### src/rtl/qsv_pair_sequencer_if.sv
// rtl/qsv_pair_sequencer_if.sv - command and dual-port amplitude RAM bus for qsv_pair_sequencer
interface qsv_pair_sequencer_if #(
  parameter int NQ = 4,
  parameter int TW = 4
);
  logic          cmd_valid;
  logic          cmd_ready;
  logic [TW-1:0] cmd_target;
  logic          cmd_x;
  logic          cmd_z;
  logic          busy;
  logic          done;
  logic          err;
  logic          rd_en;
  logic [NQ-1:0] rd_addr0;
  logic [NQ-1:0] rd_addr1;
  logic [31:0]   rd_data0;
  logic [31:0]   rd_data1;
  logic          wr_en;
  logic [NQ-1:0] wr_addr0;
  logic [NQ-1:0] wr_addr1;
  logic [31:0]   wr_data0;
  logic [31:0]   wr_data1;

  modport slave (
    input  cmd_valid, cmd_target, cmd_x, cmd_z, rd_data0, rd_data1,
    output cmd_ready, busy, done, err, rd_en, rd_addr0, rd_addr1,
           wr_en, wr_addr0, wr_addr1, wr_data0, wr_data1
  );

  modport master (
    output cmd_valid, cmd_target, cmd_x, cmd_z, rd_data0, rd_data1,
    input  cmd_ready, busy, done, err, rd_en, rd_addr0, rd_addr1,
           wr_en, wr_addr0, wr_addr1, wr_data0, wr_data1
  );
endinterface

### src/rtl/qsv_pair_sequencer.sv
// rtl/qsv_pair_sequencer.sv - X/Z gate pair walker over a dual-port amplitude RAM
// Optional build macro QC_SEQ_SAT_EN: saturating Z negation (-(-32768) -> 32767).
module qsv_pair_sequencer #(
  parameter int NQ = 4,
  parameter int TW = 4
) (
  input  logic                  clk,
  input  logic                  rst_n,
  qsv_pair_sequencer_if.slave   bus
);
  typedef enum logic [1:0] {S_IDLE, S_RUN, S_DRAIN} state_t;

  state_t        r_state;
  state_t        w_next;
  logic [NQ-2:0] r_c;
  logic [TW-1:0] r_target;
  logic          r_x;
  logic          r_z;
  logic          r_wr_vld;
  logic [NQ-1:0] r_wr_addr0;
  logic [NQ-1:0] r_wr_addr1;
  logic          r_done;
  logic          r_err;

  logic          w_accept;
  logic          w_tgt_ok;
  logic          w_rd_en;
  logic [NQ-1:0] w_c_ext;
  logic [NQ-1:0] w_mask;
  logic [NQ-1:0] w_addr0;
  logic [NQ-1:0] w_addr1;
  logic [31:0]   w_out0;
  logic [31:0]   w_out1;

  assign w_accept = (r_state == S_IDLE) && bus.cmd_valid;
  assign w_tgt_ok = 32'(bus.cmd_target) < NQ;

  always_ff @(posedge clk or negedge rst_n) begin
    if (!rst_n) r_state <= S_IDLE;
    else        r_state <= w_next;
  end

  always_comb begin
    w_next  = r_state;
    w_rd_en = 1'b0;
    case (r_state)
      S_IDLE:  if (w_accept && w_tgt_ok) w_next = S_RUN;
      S_RUN: begin
        w_rd_en = 1'b1;
        if (&r_c) w_next = S_DRAIN;
      end
      S_DRAIN: w_next = S_IDLE;
      default: w_next = S_IDLE;
    endcase
  end

  // Pair address: insert a zero at bit 'target' of the counter, upper bits move up.
  always_comb begin
    w_c_ext = {1'b0, r_c};
    w_mask  = (NQ'(1) << r_target) - NQ'(1);
    w_addr0 = ((w_c_ext & ~w_mask) << 1) | (w_c_ext & w_mask);
    w_addr1 = w_addr0 | (NQ'(1) << r_target);
  end

  always_ff @(posedge clk or negedge rst_n) begin
    if (!rst_n) begin
      r_c        <= '0;
      r_target   <= '0;
      r_x        <= 1'b0;
      r_z        <= 1'b0;
      r_wr_vld   <= 1'b0;
      r_wr_addr0 <= '0;
      r_wr_addr1 <= '0;
      r_done     <= 1'b0;
      r_err      <= 1'b0;
    end else begin
      if (w_accept) begin
        r_target <= bus.cmd_target;
        r_x      <= bus.cmd_x;
        r_z      <= bus.cmd_z;
        r_c      <= '0;
      end else if (r_state == S_RUN) begin
        r_c <= r_c + 1'b1;
      end
      r_err    <= w_accept && !w_tgt_ok;
      r_done   <= (r_state == S_DRAIN);
      r_wr_vld <= w_rd_en;
      if (w_rd_en) begin
        r_wr_addr0 <= w_addr0;
        r_wr_addr1 <= w_addr1;
      end
    end
  end

  function automatic logic [15:0] f_neg(input logic [15:0] v);
`ifdef QC_SEQ_SAT_EN
    return (v == 16'h8000) ? 16'h7fff : -v;
`else
    return -v;
`endif
  endfunction

  // X swaps first; Z then negates whatever lands in the i1 slot.
  always_comb begin
    w_out0 = r_x ? bus.rd_data1 : bus.rd_data0;
    w_out1 = r_x ? bus.rd_data0 : bus.rd_data1;
    if (r_z) w_out1 = {f_neg(w_out1[31:16]), f_neg(w_out1[15:0])};
  end

  assign bus.cmd_ready = (r_state == S_IDLE);
  assign bus.busy      = (r_state != S_IDLE);
  assign bus.done      = r_done;
  assign bus.err       = r_err;
  assign bus.rd_en     = w_rd_en;
  assign bus.rd_addr0  = w_rd_en ? w_addr0 : '0;
  assign bus.rd_addr1  = w_rd_en ? w_addr1 : '0;
  assign bus.wr_en     = r_wr_vld;
  assign bus.wr_addr0  = r_wr_addr0;
  assign bus.wr_addr1  = r_wr_addr1;
  assign bus.wr_data0  = r_wr_vld ? w_out0 : '0;
  assign bus.wr_data1  = r_wr_vld ? w_out1 : '0;
endmodule

### src/flat_wrapper.sv
// flat-port wrapper written by rule: the top's interface ports become plain ports
module qsv_pair_sequencer_flat 
#(
  parameter int NQ = 4,
  parameter int TW = 4
)
  (clk, rst_n, bus_cmd_valid, bus_cmd_target, bus_cmd_x, bus_cmd_z, bus_rd_data0, bus_rd_data1, bus_cmd_ready, bus_busy, bus_done, bus_err, bus_rd_en, bus_rd_addr0, bus_rd_addr1, bus_wr_en, bus_wr_addr0, bus_wr_addr1, bus_wr_data0, bus_wr_data1);
  qsv_pair_sequencer_if #(.NQ(NQ), .TW(TW)) bus_i ();
  input  logic clk;
  input  logic rst_n;
  input wire logic [$bits(bus_i.cmd_valid)-1:0] bus_cmd_valid;
  input wire logic [$bits(bus_i.cmd_target)-1:0] bus_cmd_target;
  input wire logic [$bits(bus_i.cmd_x)-1:0] bus_cmd_x;
  input wire logic [$bits(bus_i.cmd_z)-1:0] bus_cmd_z;
  input wire logic [$bits(bus_i.rd_data0)-1:0] bus_rd_data0;
  input wire logic [$bits(bus_i.rd_data1)-1:0] bus_rd_data1;
  output wire logic [$bits(bus_i.cmd_ready)-1:0] bus_cmd_ready;
  output wire logic [$bits(bus_i.busy)-1:0] bus_busy;
  output wire logic [$bits(bus_i.done)-1:0] bus_done;
  output wire logic [$bits(bus_i.err)-1:0] bus_err;
  output wire logic [$bits(bus_i.rd_en)-1:0] bus_rd_en;
  output wire logic [$bits(bus_i.rd_addr0)-1:0] bus_rd_addr0;
  output wire logic [$bits(bus_i.rd_addr1)-1:0] bus_rd_addr1;
  output wire logic [$bits(bus_i.wr_en)-1:0] bus_wr_en;
  output wire logic [$bits(bus_i.wr_addr0)-1:0] bus_wr_addr0;
  output wire logic [$bits(bus_i.wr_addr1)-1:0] bus_wr_addr1;
  output wire logic [$bits(bus_i.wr_data0)-1:0] bus_wr_data0;
  output wire logic [$bits(bus_i.wr_data1)-1:0] bus_wr_data1;
  assign bus_i.cmd_valid = bus_cmd_valid;
  assign bus_i.cmd_target = bus_cmd_target;
  assign bus_i.cmd_x = bus_cmd_x;
  assign bus_i.cmd_z = bus_cmd_z;
  assign bus_i.rd_data0 = bus_rd_data0;
  assign bus_i.rd_data1 = bus_rd_data1;
  assign bus_cmd_ready = bus_i.cmd_ready;
  assign bus_busy = bus_i.busy;
  assign bus_done = bus_i.done;
  assign bus_err = bus_i.err;
  assign bus_rd_en = bus_i.rd_en;
  assign bus_rd_addr0 = bus_i.rd_addr0;
  assign bus_rd_addr1 = bus_i.rd_addr1;
  assign bus_wr_en = bus_i.wr_en;
  assign bus_wr_addr0 = bus_i.wr_addr0;
  assign bus_wr_addr1 = bus_i.wr_addr1;
  assign bus_wr_data0 = bus_i.wr_data0;
  assign bus_wr_data1 = bus_i.wr_data1;
  qsv_pair_sequencer #(.NQ(NQ), .TW(TW)) u_core (.clk(clk), .rst_n(rst_n), .bus(bus_i));
endmodule
### config.mk
export PLATFORM = sky130hd
export DESIGN_NAME = qsv_pair_sequencer_flat
export DESIGN_NICKNAME = d
export VERILOG_FILES = /design/src/rtl/qsv_pair_sequencer_if.sv /design/src/rtl/qsv_pair_sequencer.sv /design/src/flat_wrapper.sv
export SDC_FILE = /design/constraint.sdc
export NUM_CORES = 1
export LEC_CHECK = 0
export ABC_AREA = 1
export CAP_MARGIN = 0
export CORE_MARGIN = 2
export CORE_UTILIZATION = 37
export DETAILED_ROUTE_END_ITERATION = 8
export PLACE_DENSITY = 0.83
export SLEW_MARGIN = 20
export SYNTH_ARGS = -nofsm -noshare
export SYNTH_HDL_FRONTEND = slang
export SYNTH_SLANG_ARGS = --single-unit
### constraint.sdc
create_clock -name clk -period 2.4 [get_ports clk]
set_input_delay 0.72 -clock clk [delete_from_list [all_inputs] [get_ports clk]]
set_output_delay 0.72 -clock clk [all_outputs]
set_load 0.01 [all_outputs]
== Yosys cells after proc, flatten, opt, wreduce, memory -nomap -nowiden ==
Cells that the tools add are included.

* $lt $le $gt $ge: 1
* Eq/ne operators: 4
* Reduce and logical (&&, ||, !) cells: 9
* Div/mod/pow operators: 0
* Bitwise operators: 5
* Add/sub/neg operators: 4
* Shifts and indexed selects: 1
* Multipliers: 0
* Multiplexer cells: 13

{| class="wikitable"
|+ Operator list
! kind !! count
|-
| $mux 32 || 5
|-
| $neg 16->16 || 2
|-
| $mux 4 || 2
|-
| $or 4x4->4 || 2
|-
| $mux 3 || 2
|-
| $and 3x4->4 || 1
|-
| $lt 4x3->1 const B || 1
|-
| $mux 2 || 2
|-
| $ne 2x1->1 const B || 2
|-
| $pmux 2 s2 || 1
|-
| $reduce_bool 2->1 || 2
|-
| $shl 1x4->4 const A || 1
|-
| $sub 4x2->4 const B || 1
|-
| $add 3x1->3 const B || 1
|-
| $and 3x3->3 || 1
|-
| $logic_and 1x1->1 || 3
|-
| $not 3->3 || 1
|-
| $reduce_and 3->1 || 1
|-
| $eq 2x1->1 const B || 1
|-
| $eq 2x2->1 const B || 1
|-
| $logic_not 2->1 || 1
|-
| $reduce_and 2->1 || 1
|-
| $logic_not 1->1 || 1
|-
| $mux 1 || 1
|}

* Output and inout bits: 86
* Bits in writable memories: 0
* Memories: 0
* ROM bits: 0
* Bits in latches: 0
* Flip-flop bits (word level): 22

== Longest topological paths before layout ==
Gate-level depths: netlist (run 1).

* Depth in word-level cells: 7
* Gate-level depth with buffers: 14
* Gate-level depth less buffers: 12

== Least setup slack after synthesis (run 1) ==
No wires, ideal clock.

* Path kind: input port to output port
* Start: input port bus_rd_data1[16]
* End: output port bus_wr_data1[30]
* Data required time: 1680 ps
* Arrival time: 1810 ps
* Setup slack: -130 ps
* Stages on the path: 11
* Path through: inv_1 > o21ai_1 > inv_1 > ha_1 > nand3_2 > nor2_1 > nand2_1 > nand2_1 > nand2_1 > nor2_1 > nor2_1

* Longest elaborated chain between the ends: 4

{| class="wikitable"
|+ RTL lines
! what !! RTL line !! source
|-
| start: declaration || flat_wrapper.sv:16 || <nowiki>input wire logic [$bits(bus_i.rd_data1)-1:0] bus_rd_data1;</nowiki>
|-
| $mux 32 || qsv_pair_sequencer.sv:106 || <nowiki>w_out1 = r_x ? bus.rd_data0 : bus.rd_data1;</nowiki>
|-
| $neg 16->16 || qsv_pair_sequencer.sv:99 || <nowiki>return -v;</nowiki>
|-
| $mux 32 || qsv_pair_sequencer.sv:107 || <nowiki>if (r_z) w_out1 = {f_neg(w_out1[31:16]), f_neg(w_out1[15:0])};</nowiki>
|-
| $mux 32 || qsv_pair_sequencer.sv:121 || <nowiki>assign bus.wr_data1 = r_wr_vld ? w_out1 : '0;</nowiki>
|-
| end: declaration || flat_wrapper.sv:28 || <nowiki>output wire logic [$bits(bus_i.wr_data1)-1:0] bus_wr_data1;</nowiki>
|}

No other way between the ends.

== Final worst setup path (run 1) ==
* Start: register u_core.r_x
* End: output port bus_wr_data1[28]

* Longest elaborated chain between the ends: 4

{| class="wikitable"
|+ RTL lines
! what !! RTL line !! source
|-
| start: declaration || qsv_pair_sequencer.sv:17 || <nowiki>logic r_x;</nowiki>
|-
| start signal: assignment || qsv_pair_sequencer.sv:79 || <nowiki>r_x <= bus.cmd_x;</nowiki>
|-
| $mux 32 * || qsv_pair_sequencer.sv:106 ||
|-
| $neg 16->16 || qsv_pair_sequencer.sv:99 ||
|-
| $mux 32 * || qsv_pair_sequencer.sv:107 ||
|-
| $mux 32 * || qsv_pair_sequencer.sv:121 ||
|}

Mark *: on every way between the ends. The rest lies on a longest branch, timed or not.

==> impl_metrics.env, run 1 <==
export IMPL_die_h_um=94.4
export IMPL_row_count=32
export IMPL_clk_latency_ns=0.27
export IMPL_violations="negative setup slack"
export IMPL_synth_warning_count=0
export IMPL_clkPwrFrac_pct=2.8
export IMPL_detail_route_iter0_violations=215
export IMPL_ys_seq_area_share_pct=18.2
export IMPL_vias=4522
export IMPL_synth_cell_type_count=33
export IMPL_die_w_um=94.4
export IMPL_r2r_cells=9
export IMPL_synthTopCellsByArea="dfrtp_1, nand2_1, o21ai_0, inv_1, nor2_1"
export IMPL_dr_pass1_iters=5
export IMPL_layout_drive_gt1_share_pct=44.4
export IMPL_synth_top_area_share_pct=18.2
export IMPL_hp_class="flop to flop"
export IMPL_post_route_period_util_pct=122
export IMPL_cpMaxStageDelayCell="dfrtp_4"
export IMPL_crit_type="flop to output port"
export IMPL_hold_violations=0
export IMPL_fillers=552
export IMPL_regArea_um2=556
export IMPL_ir_drop_mv=0.855
export IMPL_seq_power_share_pct=8.6
export IMPL_async_reset_ff_share_pct=100
export IMPL_powerDensity_mw_per_mm2=1370
export IMPL_ant_nets=0
export IMPL_min_path_cells=1
export IMPL_htree_levels=1
export IMPL_port_buffers=158
export IMPL_cts_tree="done"
export IMPL_slowest_delay_ns=0.58
export IMPL_p_leak_nw=3.11
export IMPL_grt_max_degree=39
export IMPL_antennaDiodeCount=0
export IMPL_gr_total_overflow=0
export IMPL_final_common_cell="nand2_1"
export IMPL_antenna_found_initial=0
export IMPL_end_kind="output port"
export IMPL_tightest_slew_ns=0.360
export IMPL_synth_nets=603
export IMPL_switchingPower_w=0.00424
export IMPL_synth_main_ff_cell="dfrtp_1"
export IMPL_syn_area_per_cell_um2=5.75
export IMPL_finClkSkew_ns=0.00451
export IMPL_syn_to_final_growth_pct=97.9
export IMPL_initial_core_util_pct=38.7
export IMPL_design_area_mm2=0.00598
export IMPL_internal_power_w=0.00392
export IMPL_r2r_slack_ns=0.86
export IMPL_yosys_area_top_type="dfrtp_1"
export IMPL_cts_buffers=3
export IMPL_grt_pass1_vias=4192
export IMPL_wl_per_cell_um=15.7
export IMPL_layout_common_cells="nand2_1, buf_4, inv_1, dlygate4sd2_1, o21ai_0"
export IMPL_hold_start="u_core.r_state[0]"
export IMPL_final_max_slew_viol_count=0
export IMPL_io_pins=159
export IMPL_wl_um=13800
export IMPL_setup_viol=49
export IMPL_cp_start_kind="flop"
export IMPL_multiInputGateArea_mm2=0.00262
export IMPL_synthesis_area_mm2=0.00302
export IMPL_synth_edf_count=0
export IMPL_maxCapViolations=0
export IMPL_ys_seq_elements=22
export IMPL_r2r_start="u_core.r_target[3]"
export IMPL_p_sw_share_pct=51.9
export IMPL_nets=853
export IMPL_timing_rr_end="u_core.bus.wr_addr1[3]"
export IMPL_clockBufferDepth=2
export IMPL_fin_crit_ns=2.92
export IMPL_vias_per_cell=5.17
export IMPL_grt_pass1_wl_um=19100
export IMPL_dieArea_mm2=0.00890
export IMPL_clkSinkCount=22
export IMPL_critPathArrivalTime_ns=2.20
export IMPL_coreArea_mm2=0.00781
export IMPL_worst_hold_path_endpoint="u_core.bus.done"
export IMPL_clock_fmax_ghz=0.342
export IMPL_dpl_cell_area_mm2=0.00514
export IMPL_worst_slack_ns=-0.521
export IMPL_path_cells="buf_12 -> buf_16 -> nand2_2 -> o21ai_4 -> buf_6 -> nor2_2 -> nand2_1 -> nand2_1 -> nand3_2 -> nand2_1 -> nand2_1 -> nor2_2 -> buf_2"
export IMPL_clockRootBuffer="clkbuf_8"
export IMPL_place_congestion=0.861
export IMPL_crit_required_ns=1.68
export IMPL_drc=0
export IMPL_postCtsHoldBufs=0
export IMPL_cp_max_fo=7
export IMPL_synthCells=525
export IMPL_max_slew_margin_pct=75.7
export IMPL_track_usage_pct=26.3
export IMPL_clk_pin_slew_worst_paths_ns=0.08
export IMPL_run_status="finished, violations left"
export IMPL_tns_ns=-13.55
export IMPL_power_frac_comb_pct=88.6
export IMPL_crit_top_cell="nand2_1"
export IMPL_rsz0062_at_grt="yes"
export IMPL_dp_hpwl_um=8600
==> per-stage QoR <==
stage | setup WS [ns] | util (%) | power [W] | hold WS, ns | instances
detailed placement | -1.08 | 65.9 | 0.00664 | 0.449 | 825
CTS | -0.422 | 71.1 | 0.00720 | 0.459 | 855
finish | -0.521 | 76.6 | 0.00816 | 0.469 | 875
global route | -0.588 | 76.6 | 0.00872 | 0.488 | 875
global placement | -1.04 | 65.9 | 0.00649 | 0.428 | 825
floorplan | 0.0187 | - | 0.00381 | 0.422 | 525
==> cell families after synthesis <==
kind of cell,Yosys count,synth area share [%]
and+or+nand+nor,267,40.5
AOI/OAI and AO/OA,131,23.7
buffers and inverters,99,15.2
DFF,22,18.2
adders and majority gates,5,2.07
xor gates and xnor gates,1,0.290
==> timing repair <==
item,4_1_cts,5_1_grt
pin swaps,77,67
cloned,1,0
setup endpoints to repair,72,63
resized for setup,353,121
buffers inserted,27,20
==> critical path: cells and delay by family (launching register included) <==
kind	cells	cell delay (ns)
AND/OR/NAND/NOR	8	0.71
flip-flops	1	0.58
AO/OA/AOI/OAI	1	0.08
buffers and inverters	4	0.56
==> synth_stat cells, types with 2 or more instances <==
master / n
inv_2: 2
dfrtp_1: 22
buf_6: 6
nand2_4: 5
nor3_1: 5
a21oi_1: 41
nand2_1: 132
buf_2: 9
nor2_1: 67
inv_1: 67
o21a_1: 3
o21ai_0: 60
o21ai_2: 8
nand3_2: 7
nand3_1: 11
clkbuf_1: 12
nor2_2: 5
nor2_4: 4
ha_1: 5
nand4_1: 6
o21ai_1: 11
nand2_2: 25
o211ai_1: 2
==> power groups by stage <==
stage	clock, W	sequential (W)	combinational (W)
6_report	0.000228	0.000703	0.00723
5_1_grt	0.000241	0.000717	0.00776
4_1_cts	0.000227	0.000693	0.00628
3_5_place_dp	0	0.000682	0.00595
3_3_place_gp	0	0.000676	0.00582
2_1_floorplan	0	0.000646	0.00317
==> layer usage <==
metal / global-route usage (%) / wire (um)
met2: 50.3 / 6970
met3: 4.79 / 1180
met4: 10.5 / 601
met1: 28.4 / 5000
met5: 0 / 0
==> worst max-delay path by stage <==
stage	startpoint	endpoint	slack (ns)	cells past startpoint
after floorplan	bus_rd_data1[0]	bus_wr_data1[12]	0.02	10
after global placement	bus_rd_data0[16]	bus_wr_data1[30]	-1.04	14
after detailed placement	bus_rd_data1[16]	bus_wr_data1[18]	-1.08	9
after CTS	u_core.r_x	bus_wr_data1[30]	-0.42	14
after global routing	u_core.r_x	bus_wr_data1[28]	-0.59	12
final	u_core.r_x	bus_wr_data1[28]	-0.52	13
==> final cells by class <==
type	count	share of cell area [%]
Clock buffer	3	0.691
Inverter	70	4.65
Multi-Input combinational cell	404	43.9
Sequential cell	22	9.29
Tap cell	102	2.13
Timing Repair Buffer	274	39.3
==> state kept, by name, indices dropped and copies added, names as in the netlist <==
signal	flops
u_core.r_z	1
u_core.r_c	3
u_core.bus.wr_addr1	4
u_core.r_target	4
u_core.bus.err	1
u_core.bus.wr_en	1
u_core.bus.wr_addr0	4
u_core.r_state	2
u_core.r_x	1
u_core.bus.done	1
(Power assumes the default switching activity.)
==> run 2, diff against run 1 <==
--- a/constraint.sdc
+++ b/constraint.sdc
@@ -3,2 +3,2 @@
 set_output_delay 0.72 -clock clk [all_outputs]
-set_load 0.01 [all_outputs]
+set_load 0.1 [all_outputs]
==> impl_metrics.env, run 2 <==
export IMPL_cts_repair_resized=228
export IMPL_io_pins=159
export IMPL_synth_warning_count=0
export IMPL_synth_nets=603
export IMPL_synth_cell_type_count=33
export IMPL_synth_edf_count=0
export IMPL_clkSinkCount=22
export IMPL_synthCells=525
export IMPL_stop_stage="clock tree synthesis"
export IMPL_synth_main_ff_cell="dfrtp_1"
export IMPL_clockBufferDepth=2
export IMPL_synth_top_area_share_pct=18.2
export IMPL_ys_top_cells_by_count="nand2_1, inv_1, nor2_1"
export IMPL_die_h_um=94.4
export IMPL_run_status="did not finish"
export IMPL_ys_seq_elements=22
export IMPL_row_count=32
export IMPL_port_buffers=158
export IMPL_synthesis_area_mm2=0.00302
export IMPL_tool_error="[ERROR DPL-0038] Utilization greater than 100%, impossible to legalize"
export IMPL_cts_setup_buffers=41
export IMPL_yosysMostFrequentCell="nand2_1"
export IMPL_dp_hpwl_um=12800
export IMPL_syn_area_per_cell_um2=5.75
export IMPL_synthTopCellsByArea="dfrtp_1, nand2_1, o21ai_0, inv_1, nor2_1"
export IMPL_yosys_area_top_type="dfrtp_1"
export IMPL_postCtsHoldBufs=0
export IMPL_htree_levels=1
export IMPL_place_congestion=0.861
export IMPL_initial_core_util_pct=38.7
export IMPL_dp_cells=844
export IMPL_clockRootBuffer="clkbuf_8"
export IMPL_async_reset_ff_share_pct=100
export IMPL_ys_seq_area_share_pct=18.2
export IMPL_die_w_um=94.4
export IMPL_cts_buffers=3
-- run 2: cell counts after synthesis --
Identical to the previous run, type by type.
-- run 2: kinds of logic after synthesis --
kind of cell	after synthesis	synth area share [%]
and+or+nand+nor	267	40.5
AOI/OAI and AO/OA	131	23.7
buffers and inverters	99	15.2
DFF	22	18.2
adders and majority gates	5	2.07
xor gates and xnor gates	1	0.290
-- run 2: stage by stage --
| stage | worst slack (ns) | hold WS, ns | setup TNS (ns) | util, % | cell area, um^2 |
|---|---|---|---|---|---|
| after floorplan | -0.476 | 0.424 | -8.33 | - | 4220 |
| after global placement | -0.852 | 0.467 | -23.46 | 91.5 | 7140 |
| after detailed placement | -1.01 | 0.484 | -26.54 | 91.5 | 7140 |
==> run 3, diff against run 2 <==
CORE_UTILIZATION = 40   (was 37)
PLACE_DENSITY = unset   (was 0.83)
PLACE_DENSITY_LB_ADDON = 0.15   (was unset)
clock period = 3.1 ns   (was 2.4 ns; I/O delays follow)
==> impl_metrics.env, run 3 <==
export IMPL_tool_error="[ERROR DPL-0038] Utilization greater than 100%, impossible to legalize"
export IMPL_ys_seq_area_share_pct=18.2
export IMPL_clkSinkCount=22
export IMPL_synth_edf_count=0
export IMPL_die_h_um=90.9
export IMPL_yosysMostFrequentCell="nand2_1"
export IMPL_initial_core_util_pct=41.4
export IMPL_synth_cell_type_count=33
export IMPL_syn_area_per_cell_um2=5.75
export IMPL_clockRootBuffer="clkbuf_8"
export IMPL_synth_top_area_share_pct=18.2
export IMPL_cts_buffers=3
export IMPL_port_buffers=158
export IMPL_synthesis_area_mm2=0.00302
export IMPL_postCtsHoldBufs=0
export IMPL_cts_setup_buffers=42
export IMPL_synthTopCellsByArea="dfrtp_1, nand2_1, o21ai_0, inv_1, nor2_1"
export IMPL_htree_levels=1
export IMPL_synthCells=525
export IMPL_stop_stage="clock tree synthesis"
export IMPL_io_pins=159
export IMPL_yosys_area_top_type="dfrtp_1"
export IMPL_synth_nets=603
export IMPL_synth_main_ff_cell="dfrtp_1"
export IMPL_async_reset_ff_share_pct=100
export IMPL_ys_top_cells_by_count="nand2_1, inv_1, nor2_1"
export IMPL_dp_hpwl_um=10800
export IMPL_synth_warning_count=0
export IMPL_cts_repair_resized=314
export IMPL_dpl_cell_area_mm2=0.00647
export IMPL_clockBufferDepth=2
export IMPL_run_status="did not finish"
export IMPL_ys_seq_elements=22
export IMPL_die_w_um=90.9
export IMPL_row_count=31
export IMPL_place_congestion=0.899
run 3: cell counts after synthesis:
No cell type changed its count.
run 3: per-stage QoR:
stage	hold WS [ns]	worst slack [ns]	std cells	setup TNS [ns]	utilization (%)
after floorplan	0.440	-0.175	525	-0.638	-
after global placement	0.446	-0.517	819	-12.00	88.7
after detailed placement	0.473	-0.642	819	-13.76	88.7
run 3: kinds of logic after synthesis:
group                      count (synthesis)  share of synthesized area, %
adders and majority gates                  5                          2.07
buffers and inverters                     99                          15.2
xor gates and xnor gates                   1                         0.290
AOI/OAI and AO/OA                        131                          23.7
and+or+nand+nor                          267                          40.5
DFF                                       22                          18.2
